File: src/rtl/rtc_pkg.sv
// Shared definitions for the multi-channel RTC controller: register map,
// control/status bit positions and the burst-channel state encoding.
package rtc_pkg;

    // Register select values (address[15:8])
    localparam logic [7:0] REG_TIME      = 8'h00;
    localparam logic [7:0] REG_CAP_TS    = 8'h01;
    localparam logic [7:0] REG_CAP_CTRL  = 8'h02;
    localparam logic [7:0] REG_OUT_START = 8'h03;
    localparam logic [7:0] REG_OUT_LEN   = 8'h04;
    localparam logic [7:0] REG_OUT_CTRL  = 8'h05;
    localparam logic [7:0] REG_OUT_TS    = 8'h06;

    // CAP_CTRL write bit and read-back status bits
    localparam int CAP_ARM_BIT    = 0;
    localparam int CAP_ST_ARMED   = 0;
    localparam int CAP_ST_VALID   = 1;
    localparam int CAP_ST_OVERRUN = 2;

    // OUT_CTRL write bits and read-back status bits
    localparam int OUT_ARM_BIT    = 0;
    localparam int OUT_START_BIT  = 1;
    localparam int OUT_ABORT_BIT  = 2;
    localparam int OUT_ST_PENDING = 0;
    localparam int OUT_ST_ACTIVE  = 1;

    // Read value for unknown registers or out-of-range channels
    localparam logic [31:0] READ_INVALID = 32'hDEADBEEF;

    // Burst output channel state
    typedef enum logic [1:0] {
        OUT_IDLE    = 2'd0,
        OUT_PENDING = 2'd1,
        OUT_ACTIVE  = 2'd2
    } out_state_e;

endpackage

File: src/rtl/rtc_burst_channel.sv
// One scheduled burst output: start/length registers, IDLE/PENDING/ACTIVE
// FSM, length counter latched at launch, launch timestamp.
module rtc_burst_channel
    import rtc_pkg::*;
#(
    parameter int TIME_W    = 32,
    parameter int LEN_RESET = 10000
)(
    input  logic              clock,
    input  logic              reset,
    input  logic [TIME_W-1:0] time_cnt,
    input  logic [TIME_W-1:0] wdata,
    input  logic              start_wr,
    input  logic              len_wr,
    input  logic              ctrl_wr,
    input  logic [2:0]        ctrl_bits,
    output logic [TIME_W-1:0] out_start,
    output logic [TIME_W-1:0] out_len,
    output logic [TIME_W-1:0] out_ts,
    output out_state_e        state_dbg,
    output logic              burst_out
);

    localparam logic [TIME_W-1:0] LEN_INIT = TIME_W'(LEN_RESET);
    localparam logic [TIME_W-1:0] ONE      = TIME_W'(1);

    out_state_e        state_q;
    out_state_e        state_n;
    logic              launch;
    logic              do_arm;
    logic              do_start;
    logic              do_abort;
    logic [TIME_W-1:0] start_q;
    logic [TIME_W-1:0] len_q;
    logic [TIME_W-1:0] ts_q;
    logic [TIME_W-1:0] cnt_q;
    logic              burst_q;

    assign do_arm   = ctrl_wr & ctrl_bits[OUT_ARM_BIT];
    assign do_start = ctrl_wr & ctrl_bits[OUT_START_BIT];
    assign do_abort = ctrl_wr & ctrl_bits[OUT_ABORT_BIT];

    // State register
    always_ff @(posedge clock or posedge reset) begin
        if (reset) state_q <= OUT_IDLE;
        else       state_q <= state_n;
    end

    // Next state; abort overrides everything, a zero-length launch falls back to IDLE.
    always_comb begin
        state_n = state_q;
        launch  = 1'b0;
        if (do_abort) begin
            state_n = OUT_IDLE;
        end else begin
            case (state_q)
                OUT_IDLE: begin
                    if (do_start)    launch  = 1'b1;
                    else if (do_arm) state_n = OUT_PENDING;
                end
                OUT_PENDING: begin
                    if (do_start || time_cnt == start_q) launch = 1'b1;
                end
                OUT_ACTIVE: begin
                    if (cnt_q == ONE) state_n = OUT_IDLE;
                end
                default: state_n = OUT_IDLE;
            endcase
            if (launch) state_n = (len_q == '0) ? OUT_IDLE : OUT_ACTIVE;
        end
    end

    // Length counter, launch timestamp and registered burst output.
    always_ff @(posedge clock or posedge reset) begin
        if (reset) begin
            cnt_q   <= '0;
            ts_q    <= '0;
            burst_q <= 1'b0;
        end else begin
            burst_q <= (state_n == OUT_ACTIVE);
            if (launch && len_q != '0) begin
                cnt_q <= len_q;
                ts_q  <= time_cnt;
            end else if (state_q == OUT_ACTIVE) begin
                cnt_q <= cnt_q - ONE;
            end
        end
    end

    // Programmable start time and length; the running burst uses the latched count.
    always_ff @(posedge clock or posedge reset) begin
        if (reset) begin
            start_q <= '0;
            len_q   <= LEN_INIT;
        end else begin
            if (start_wr) start_q <= wdata;
            if (len_wr)   len_q   <= wdata;
        end
    end

    assign out_start = start_q;
    assign out_len   = len_q;
    assign out_ts    = ts_q;
    assign state_dbg = state_q;
    assign burst_out = burst_q;

endmodule

File: src/rtl/rtc_capture_channel.sv
// One event-capture channel: input synchroniser, registered rising-edge
// detect, latency-compensated timestamp and arm/valid/overrun status.
module rtc_capture_channel
    import rtc_pkg::*;
#(
    parameter int TIME_W      = 32,
    parameter int SYNC_STAGES = 2
)(
    input  logic              clock,
    input  logic              reset,
    input  logic              event_in,
    input  logic              arm_wr,
    input  logic [TIME_W-1:0] time_cnt,
    output logic [TIME_W-1:0] cap_ts,
    output logic [2:0]        cap_status
);

    // Cycles from the event being first sampled to edge_q being used:
    // the synchroniser stages plus the registered edge flag.
    localparam logic [TIME_W-1:0] LATENCY = TIME_W'(SYNC_STAGES + 1);

    logic [SYNC_STAGES-1:0] sync_q;
    logic                   prev_q;
    logic                   edge_q;
    logic                   armed_q;
    logic                   valid_q;
    logic                   overrun_q;
    logic [TIME_W-1:0]      ts_q;

    // Synchronise the asynchronous input and register a one-cycle rising-edge flag.
    always_ff @(posedge clock or posedge reset) begin
        if (reset) begin
            sync_q <= '0;
            prev_q <= 1'b0;
            edge_q <= 1'b0;
        end else begin
            sync_q <= {sync_q[SYNC_STAGES-2:0], event_in};
            prev_q <= sync_q[SYNC_STAGES-1];
            edge_q <= sync_q[SYNC_STAGES-1] & ~prev_q;
        end
    end

    // Timestamp and status; an arm write in the same cycle as an edge wins.
    always_ff @(posedge clock or posedge reset) begin
        if (reset) begin
            armed_q   <= 1'b0;
            valid_q   <= 1'b0;
            overrun_q <= 1'b0;
            ts_q      <= '0;
        end else if (arm_wr) begin
            armed_q   <= 1'b1;
            valid_q   <= 1'b0;
            overrun_q <= 1'b0;
        end else if (edge_q) begin
            if (armed_q) begin
                ts_q    <= time_cnt - LATENCY;
                valid_q <= 1'b1;
                armed_q <= 1'b0;
            end else if (valid_q) begin
                overrun_q <= 1'b1;
            end
        end
    end

    assign cap_ts = ts_q;

    // Status packing for the CAP_CTRL read-back
    always_comb begin
        cap_status                 = '0;
        cap_status[CAP_ST_ARMED]   = armed_q;
        cap_status[CAP_ST_VALID]   = valid_q;
        cap_status[CAP_ST_OVERRUN] = overrun_q;
    end

endmodule

File: src/rtl/rtc_multi_ctrl.sv
// Multi-channel RTC controller: free-running timebase, Avalon-MM register
// decode and read mux around the capture and burst channel arrays.
//
// Avalon handshake: a read is requested while read=1. In its first cycle
// waitrequest=1 and readdata is loaded at the closing edge; in the next
// cycle waitrequest=0 and the master takes readdata. Writes never stall
// and act at the edge that samples write=1.
module rtc_multi_ctrl
    import rtc_pkg::*;
#(
    parameter int TIME_W      = 32,
    parameter int N_CAP       = 2,
    parameter int N_OUT       = 2,
    parameter int SYNC_STAGES = 2,
    parameter int LEN_RESET   = 10000
)(
    input  logic             clock,
    input  logic             reset,
    input  logic [N_CAP-1:0] event_in,
    input  logic [15:0]      avalon_slave_address,
    input  logic             avalon_slave_write,
    input  logic [31:0]      avalon_slave_writedata,
    input  logic             avalon_slave_read,
    output logic [31:0]      avalon_slave_readdata,
    output logic             avalon_slave_waitrequest,
    output logic [N_OUT-1:0] burst_out
);

    logic [7:0]        sel;
    logic [7:0]        ch;
    logic [TIME_W-1:0] wdata;
    logic [TIME_W-1:0] time_cnt;
    logic              time_wr;
    logic              rd_first;
    logic              rd_pend_q;
    logic [31:0]       rd_mux;

    logic [TIME_W-1:0] cap_ts     [N_CAP];
    logic [2:0]        cap_status [N_CAP];
    logic [TIME_W-1:0] out_start  [N_OUT];
    logic [TIME_W-1:0] out_len    [N_OUT];
    logic [TIME_W-1:0] out_ts     [N_OUT];
    out_state_e        out_state  [N_OUT];

    assign sel     = avalon_slave_address[15:8];
    assign ch      = avalon_slave_address[7:0];
    assign wdata   = avalon_slave_writedata[TIME_W-1:0];
    assign time_wr = avalon_slave_write && sel == REG_TIME;

    // Timebase: counts every cycle and wraps; a TIME write reloads it.
    always_ff @(posedge clock or posedge reset) begin
        if (reset)        time_cnt <= '0;
        else if (time_wr) time_cnt <= wdata;
        else              time_cnt <= time_cnt + TIME_W'(1);
    end

    genvar g;
    generate
        for (g = 0; g < N_CAP; g++) begin : g_cap
            rtc_capture_channel #(
                .TIME_W      (TIME_W),
                .SYNC_STAGES (SYNC_STAGES)
            ) u_cap (
                .clock      (clock),
                .reset      (reset),
                .event_in   (event_in[g]),
                .arm_wr     (avalon_slave_write && sel == REG_CAP_CTRL && ch == 8'(g)
                             && avalon_slave_writedata[CAP_ARM_BIT]),
                .time_cnt   (time_cnt),
                .cap_ts     (cap_ts[g]),
                .cap_status (cap_status[g])
            );
        end

        for (g = 0; g < N_OUT; g++) begin : g_out
            rtc_burst_channel #(
                .TIME_W    (TIME_W),
                .LEN_RESET (LEN_RESET)
            ) u_out (
                .clock     (clock),
                .reset     (reset),
                .time_cnt  (time_cnt),
                .wdata     (wdata),
                .start_wr  (avalon_slave_write && sel == REG_OUT_START && ch == 8'(g)),
                .len_wr    (avalon_slave_write && sel == REG_OUT_LEN && ch == 8'(g)),
                .ctrl_wr   (avalon_slave_write && sel == REG_OUT_CTRL && ch == 8'(g)),
                .ctrl_bits (avalon_slave_writedata[2:0]),
                .out_start (out_start[g]),
                .out_len   (out_len[g]),
                .out_ts    (out_ts[g]),
                .state_dbg (out_state[g]),
                .burst_out (burst_out[g])
            );
        end
    endgenerate

    // Read mux; anything not matched (bad select or channel) reads READ_INVALID.
    always_comb begin
        rd_mux = READ_INVALID;
        case (sel)
            REG_TIME: rd_mux = 32'(time_cnt);
            REG_CAP_TS: begin
                for (int i = 0; i < N_CAP; i++)
                    if (ch == 8'(i)) rd_mux = 32'(cap_ts[i]);
            end
            REG_CAP_CTRL: begin
                for (int i = 0; i < N_CAP; i++)
                    if (ch == 8'(i)) rd_mux = 32'(cap_status[i]);
            end
            REG_OUT_START: begin
                for (int i = 0; i < N_OUT; i++)
                    if (ch == 8'(i)) rd_mux = 32'(out_start[i]);
            end
            REG_OUT_LEN: begin
                for (int i = 0; i < N_OUT; i++)
                    if (ch == 8'(i)) rd_mux = 32'(out_len[i]);
            end
            REG_OUT_CTRL: begin
                for (int i = 0; i < N_OUT; i++) begin
                    if (ch == 8'(i)) begin
                        rd_mux                 = '0;
                        rd_mux[OUT_ST_PENDING] = (out_state[i] == OUT_PENDING);
                        rd_mux[OUT_ST_ACTIVE]  = (out_state[i] == OUT_ACTIVE);
                    end
                end
            end
            REG_OUT_TS: begin
                for (int i = 0; i < N_OUT; i++)
                    if (ch == 8'(i)) rd_mux = 32'(out_ts[i]);
            end
            default: rd_mux = READ_INVALID;
        endcase
    end

    assign rd_first                 = avalon_slave_read & ~rd_pend_q;
    assign avalon_slave_waitrequest = rd_first;

    // Read pipeline: stall the first cycle, present registered data the next.
    always_ff @(posedge clock or posedge reset) begin
        if (reset) begin
            rd_pend_q             <= 1'b0;
            avalon_slave_readdata <= '0;
        end else begin
            rd_pend_q <= rd_first;
            if (rd_first) avalon_slave_readdata <= rd_mux;
        end
    end

endmodule

File: config.mk
export PLATFORM = sky130hd
export DESIGN_NAME = rtc_multi_ctrl
export DESIGN_NICKNAME = d
export VERILOG_FILES = /design/src/rtl/rtc_pkg.sv /design/src/rtl/rtc_burst_channel.sv /design/src/rtl/rtc_capture_channel.sv /design/src/rtl/rtc_multi_ctrl.sv
export SDC_FILE = /design/constraint.sdc
export NUM_CORES = 1
export LEC_CHECK = 0
export ABC_CLOCK_PERIOD_IN_PS = 14950
export CAP_MARGIN = 20
export CORE_UTILIZATION = 65
export CTS_BUF_LIST = sky130_fd_sc_hd__clkbuf_8
export CTS_CLUSTER_DIAMETER = 50
export DETAILED_ROUTE_END_ITERATION = 8
export DONT_BUFFER_PORTS = 1
export PLACE_DENSITY = 0.81
export SYNTH_ARGS = -nofsm -noshare
export SYNTH_HDL_FRONTEND = slang
export SYNTH_SLANG_ARGS = --single-unit
File: constraint.sdc
create_clock -name clock -period 14.95 [get_ports clock]
set_clock_uncertainty 0.05 [all_clocks]
set_input_delay 2.2425 -clock clock [delete_from_list [all_inputs] [get_ports clock]]
set_output_delay 2.2425 -clock clock [all_outputs]
set_load 0.03 [all_outputs]
==> out/qor.yml <==
outcome: "complete, but fails checks"
violations: "DRC"
remaining_global_route_overflow: 0
maxSlewViolCount: 0
post_synth_fa_ha_maj_area_fraction_pct: 0.305
worstPathMaxFanout: 67
critical_path.reg2reg.endpoint: "g_out[0].u_out.out_ts[24]"
antenna_violating_nets_post_route: 0
timing.reg2reg.worst_path_depth: 7
place.detailed.instances: 2269
min_path_cells: 0
detailed_place_hpwl_um: 42800
route.detailed.drc: 7
drt-total-wl_um: 64700
layoutNonFillerInstCount: 2391
total_power_mw: 2.72
dr_total_vias: 17100
cts_max_path_buffers: 3
floorplan.initialDensity_pct: 66.6
numPortBuffers: 0
holdBufCountCts: 0
timing.critical_path.to_type: "flop"
setup_tns_ns: 0
syn_area_per_cell_um2: 10.3
synth.most_common_cell: "sky130_fd_sc_hd__dfrtp_1"
synth-edff-count: 0
path_class: "in -> reg"
netlist_top_cells_count: "sky130_fd_sc_hd__dfrtp_1 (395), sky130_fd_sc_hd__nand2_1 (219), sky130_fd_sc_hd__mux2_2 (203), sky130_fd_sc_hd__nor2_1 (170), sky130_fd_sc_hd__o21ai_0 (115)"
tot_gr_track_use_pct: 40.5
synth_seq_cells: 405
cpPeakStageDelay_ns: 0.83
cp_data_required_time_ns: 15.37
antenna_cells: 0
critical_path_depth: 7
post_synthesis_instance_total: 2002
cpMaxStageDelayCell: "sky130_fd_sc_hd__and2_1"
critical_path.reg2reg.startpoint: "time_cnt[27]"
maximum_number_of_pins_on_one_net_before_global_route_repair: 145
worstSetupEndpoint: "g_out[0].u_out.out_len[25]"
grt_setup_unrepaired: "false"
timing.critical_path.cells: "nor4_1 -> nand2b_1 -> nor4b_2 -> buf_4 -> and2_1 -> buf_4 -> mux2_2"
worstSetupStartpointType: "primary input"
via_per_inst: 7.13
syn_to_final_growth_pct: 7.43
die_area_um2: 32300
floorplan.rows: 64
cts.clk_slew.worst_paths_ns: 0.06
clock_sinks: 405
ir_worst_vdd_mv: 0.0933
drv.max_cap_violation_count: 0
placeableCoreArea_um2: 30800
hold_viol: 0
path_common_cell: "sky130_fd_sc_hd__buf_4"
synth_compound_gate_area_share_pct: 14.2
synthDominantAreaCellType: "sky130_fd_sc_hd__dfrtp_1"
netlist-cell-type-count: 74
cts_post_setup_buffers_inserted: 0
critPathTopFamily: "simple AND/OR/NAND/NOR gates"
yosysSeqAreaShare_pct: 49.4
synth_top_family_by_area: "simple AND/OR/NAND/NOR gates"
drt_pass1_iterations: 8
synth_top_cell_area_share_pct: 48.2
synth-main-ff-cell: "sky130_fd_sc_hd__dfrtp_1"
worstHoldPathType: "reg -> reg"
synth.area.mux_share_pct: 11.3
cts_root_buf: "sky130_fd_sc_hd__clkbuf_8"
first_pass_grt_wire_length_um: 100000
placement.cell_area_um2: 20700
power_dens_cells_nw_per_um2: 124
first_global_vias: 16700
drt-initial-drc-count: 2246
worstSkewPairLatency_ns: 0.61
arrival_ns: 5.97
die-height_um: 180
htreeDepth: 3
setup_viol_count_final: 0
post_synthesis_cell_area_um2: 20500
timing.hold.worst.start: "g_cap[1].u_cap.sync_q[0]"
yosys_warnings: 0
antenna_found_initial: 1
finalWeightedCongestion: 0.977
finalWorstPathRequiredPeriod_ns: 5.55
cells_resized_by_post_cts_repair: 0
die_w_um: 180
finish.net_count: 2003
layout-drive-gt1-share_pct: 18.2
fraction_of_the_mapped_netlist_area_in_simple_logic_gates_pct: 15.2
floorplan.io_pins: 89
clock_tree_from_tritoncts: "done"
period_share_pct: 37.1
layout.cell_area.non_filler_um2: 22100
post_synth_xor_area_fraction_pct: 5.97
synth_async_sr_flop_share_pct: 100
post_synth_main_area_contributors: "sky130_fd_sc_hd__dfrtp_1 (48%), sky130_fd_sc_hd__mux2_2 (11%), sky130_fd_sc_hd__nand2_1 (4.0%)"
ff2ff_setup_slack_ns: 11.10
power.leakage_nw: 9.46
synth.net_count: 2061
critical_path.n_buffers_inverters: 2
slew_headroom_pct: 26.1
fmax_ghz: 0.180
cts_buffers: 68
wl_per_cell_um: 27.1
max_slew.worst_pin.slew_ns: 1.11
cp-startpoint: "avalon_slave_address[13]"
-- cells in the final DEF (no fill, tap or decap), drive strengths merged, types with 10 or more instances in the layout --
| cell type | count |
|---|---|
| a221o | 21 |
| or3 | 13 |
| or4 | 18 |
| dfrtp | 395 |
| xnor2 | 68 |
| a221oi | 73 |
| buf | 24 |
| nand2b | 14 |
| inv | 53 |
| xor2 | 72 |
| clkbuf | 88 |
| a21oi | 74 |
| nand3 | 36 |
| mux2 | 203 |
| a222oi | 15 |
| nor3 | 37 |
| nand4 | 29 |
| o21ai | 117 |
| a22oi | 49 |
| nand2 | 219 |
| nor2 | 171 |
| nor4 | 58 |
| dfstp | 10 |
-- worst min-delay path by stage --
stage	slack (ns)	end
6_report	0.30	g_cap[1].u_cap.sync_q[1]
5_1_grt	0.31	g_cap[1].u_cap.sync_q[1]
4_1_cts	0.30	g_cap[1].u_cap.sync_q[1]
3_5_place_dp	0.28	g_cap[1].u_cap.sync_q[1]
3_3_place_gp	0.29	g_cap[1].u_cap.sync_q[1]
2_1_floorplan	0.28	g_cap[0].u_cap.sync_q[1]
-- state kept, by name, indices dropped and copies added (netlist names), 4 cells and up --
register and count:
avalon_slave_readdata 32, g_cap.u_cap.cap_ts 64, g_cap.u_cap.sync_q 4, g_out.u_out.cnt_q 64, g_out.u_out.out_len 64, g_out.u_out.out_start 64
g_out.u_out.out_ts 64, g_out.u_out.state_dbg 4, time_cnt 32
-- kinds of logic after synthesis --
group,after synthesis
buffers and inverters,178
flip-flops,405
AND/OR/NAND/NOR,646
XOR/XNOR,140
AO/OA/AOI/OAI,421
multiplexers,207
adder cells (fa/ha/maj),5
-- per-layer routing --
layer,routed length [um],GRT usage [%]
met1,25100,55.1
met2,28800,61.3
met3,7390,9.60
met4,3370,19.8
met5,13,0
-- stage by stage --
stage / hold WS [ns] / utilization, % / setup WS (ns)
final: 0.299 / 71.5 / 9.40
after global routing: 0.312 / 71.5 / 9.24
after CTS: 0.299 / 71.5 / 9.51
after detailed placement: 0.285 / 67.1 / 8.90
after global placement: 0.289 / 67.1 / 9.14
after floorplan: 0.281 / - / 1.41
-- area by class of cell --
type                    count  area (um2)
flip-flops and latches    405       10100
multi-input cells        1419        9740
fillers                  2191        8780
clock buffers              87        1200
well taps                 396         495
repair buffers             25         198
clock inverters            34         178
inverters                  25         101
-- where the power goes --
| part | switching [mW] | internal (mW) |
|---|---|---|
| clock network | 0.463 | 0.540 |
| registers | 0.168 | 1.17 |
| logic | 0.229 | 0.151 |
| total | 0.860 | 1.86 |
No activity file was read; power rests on OpenSTA's default activity.
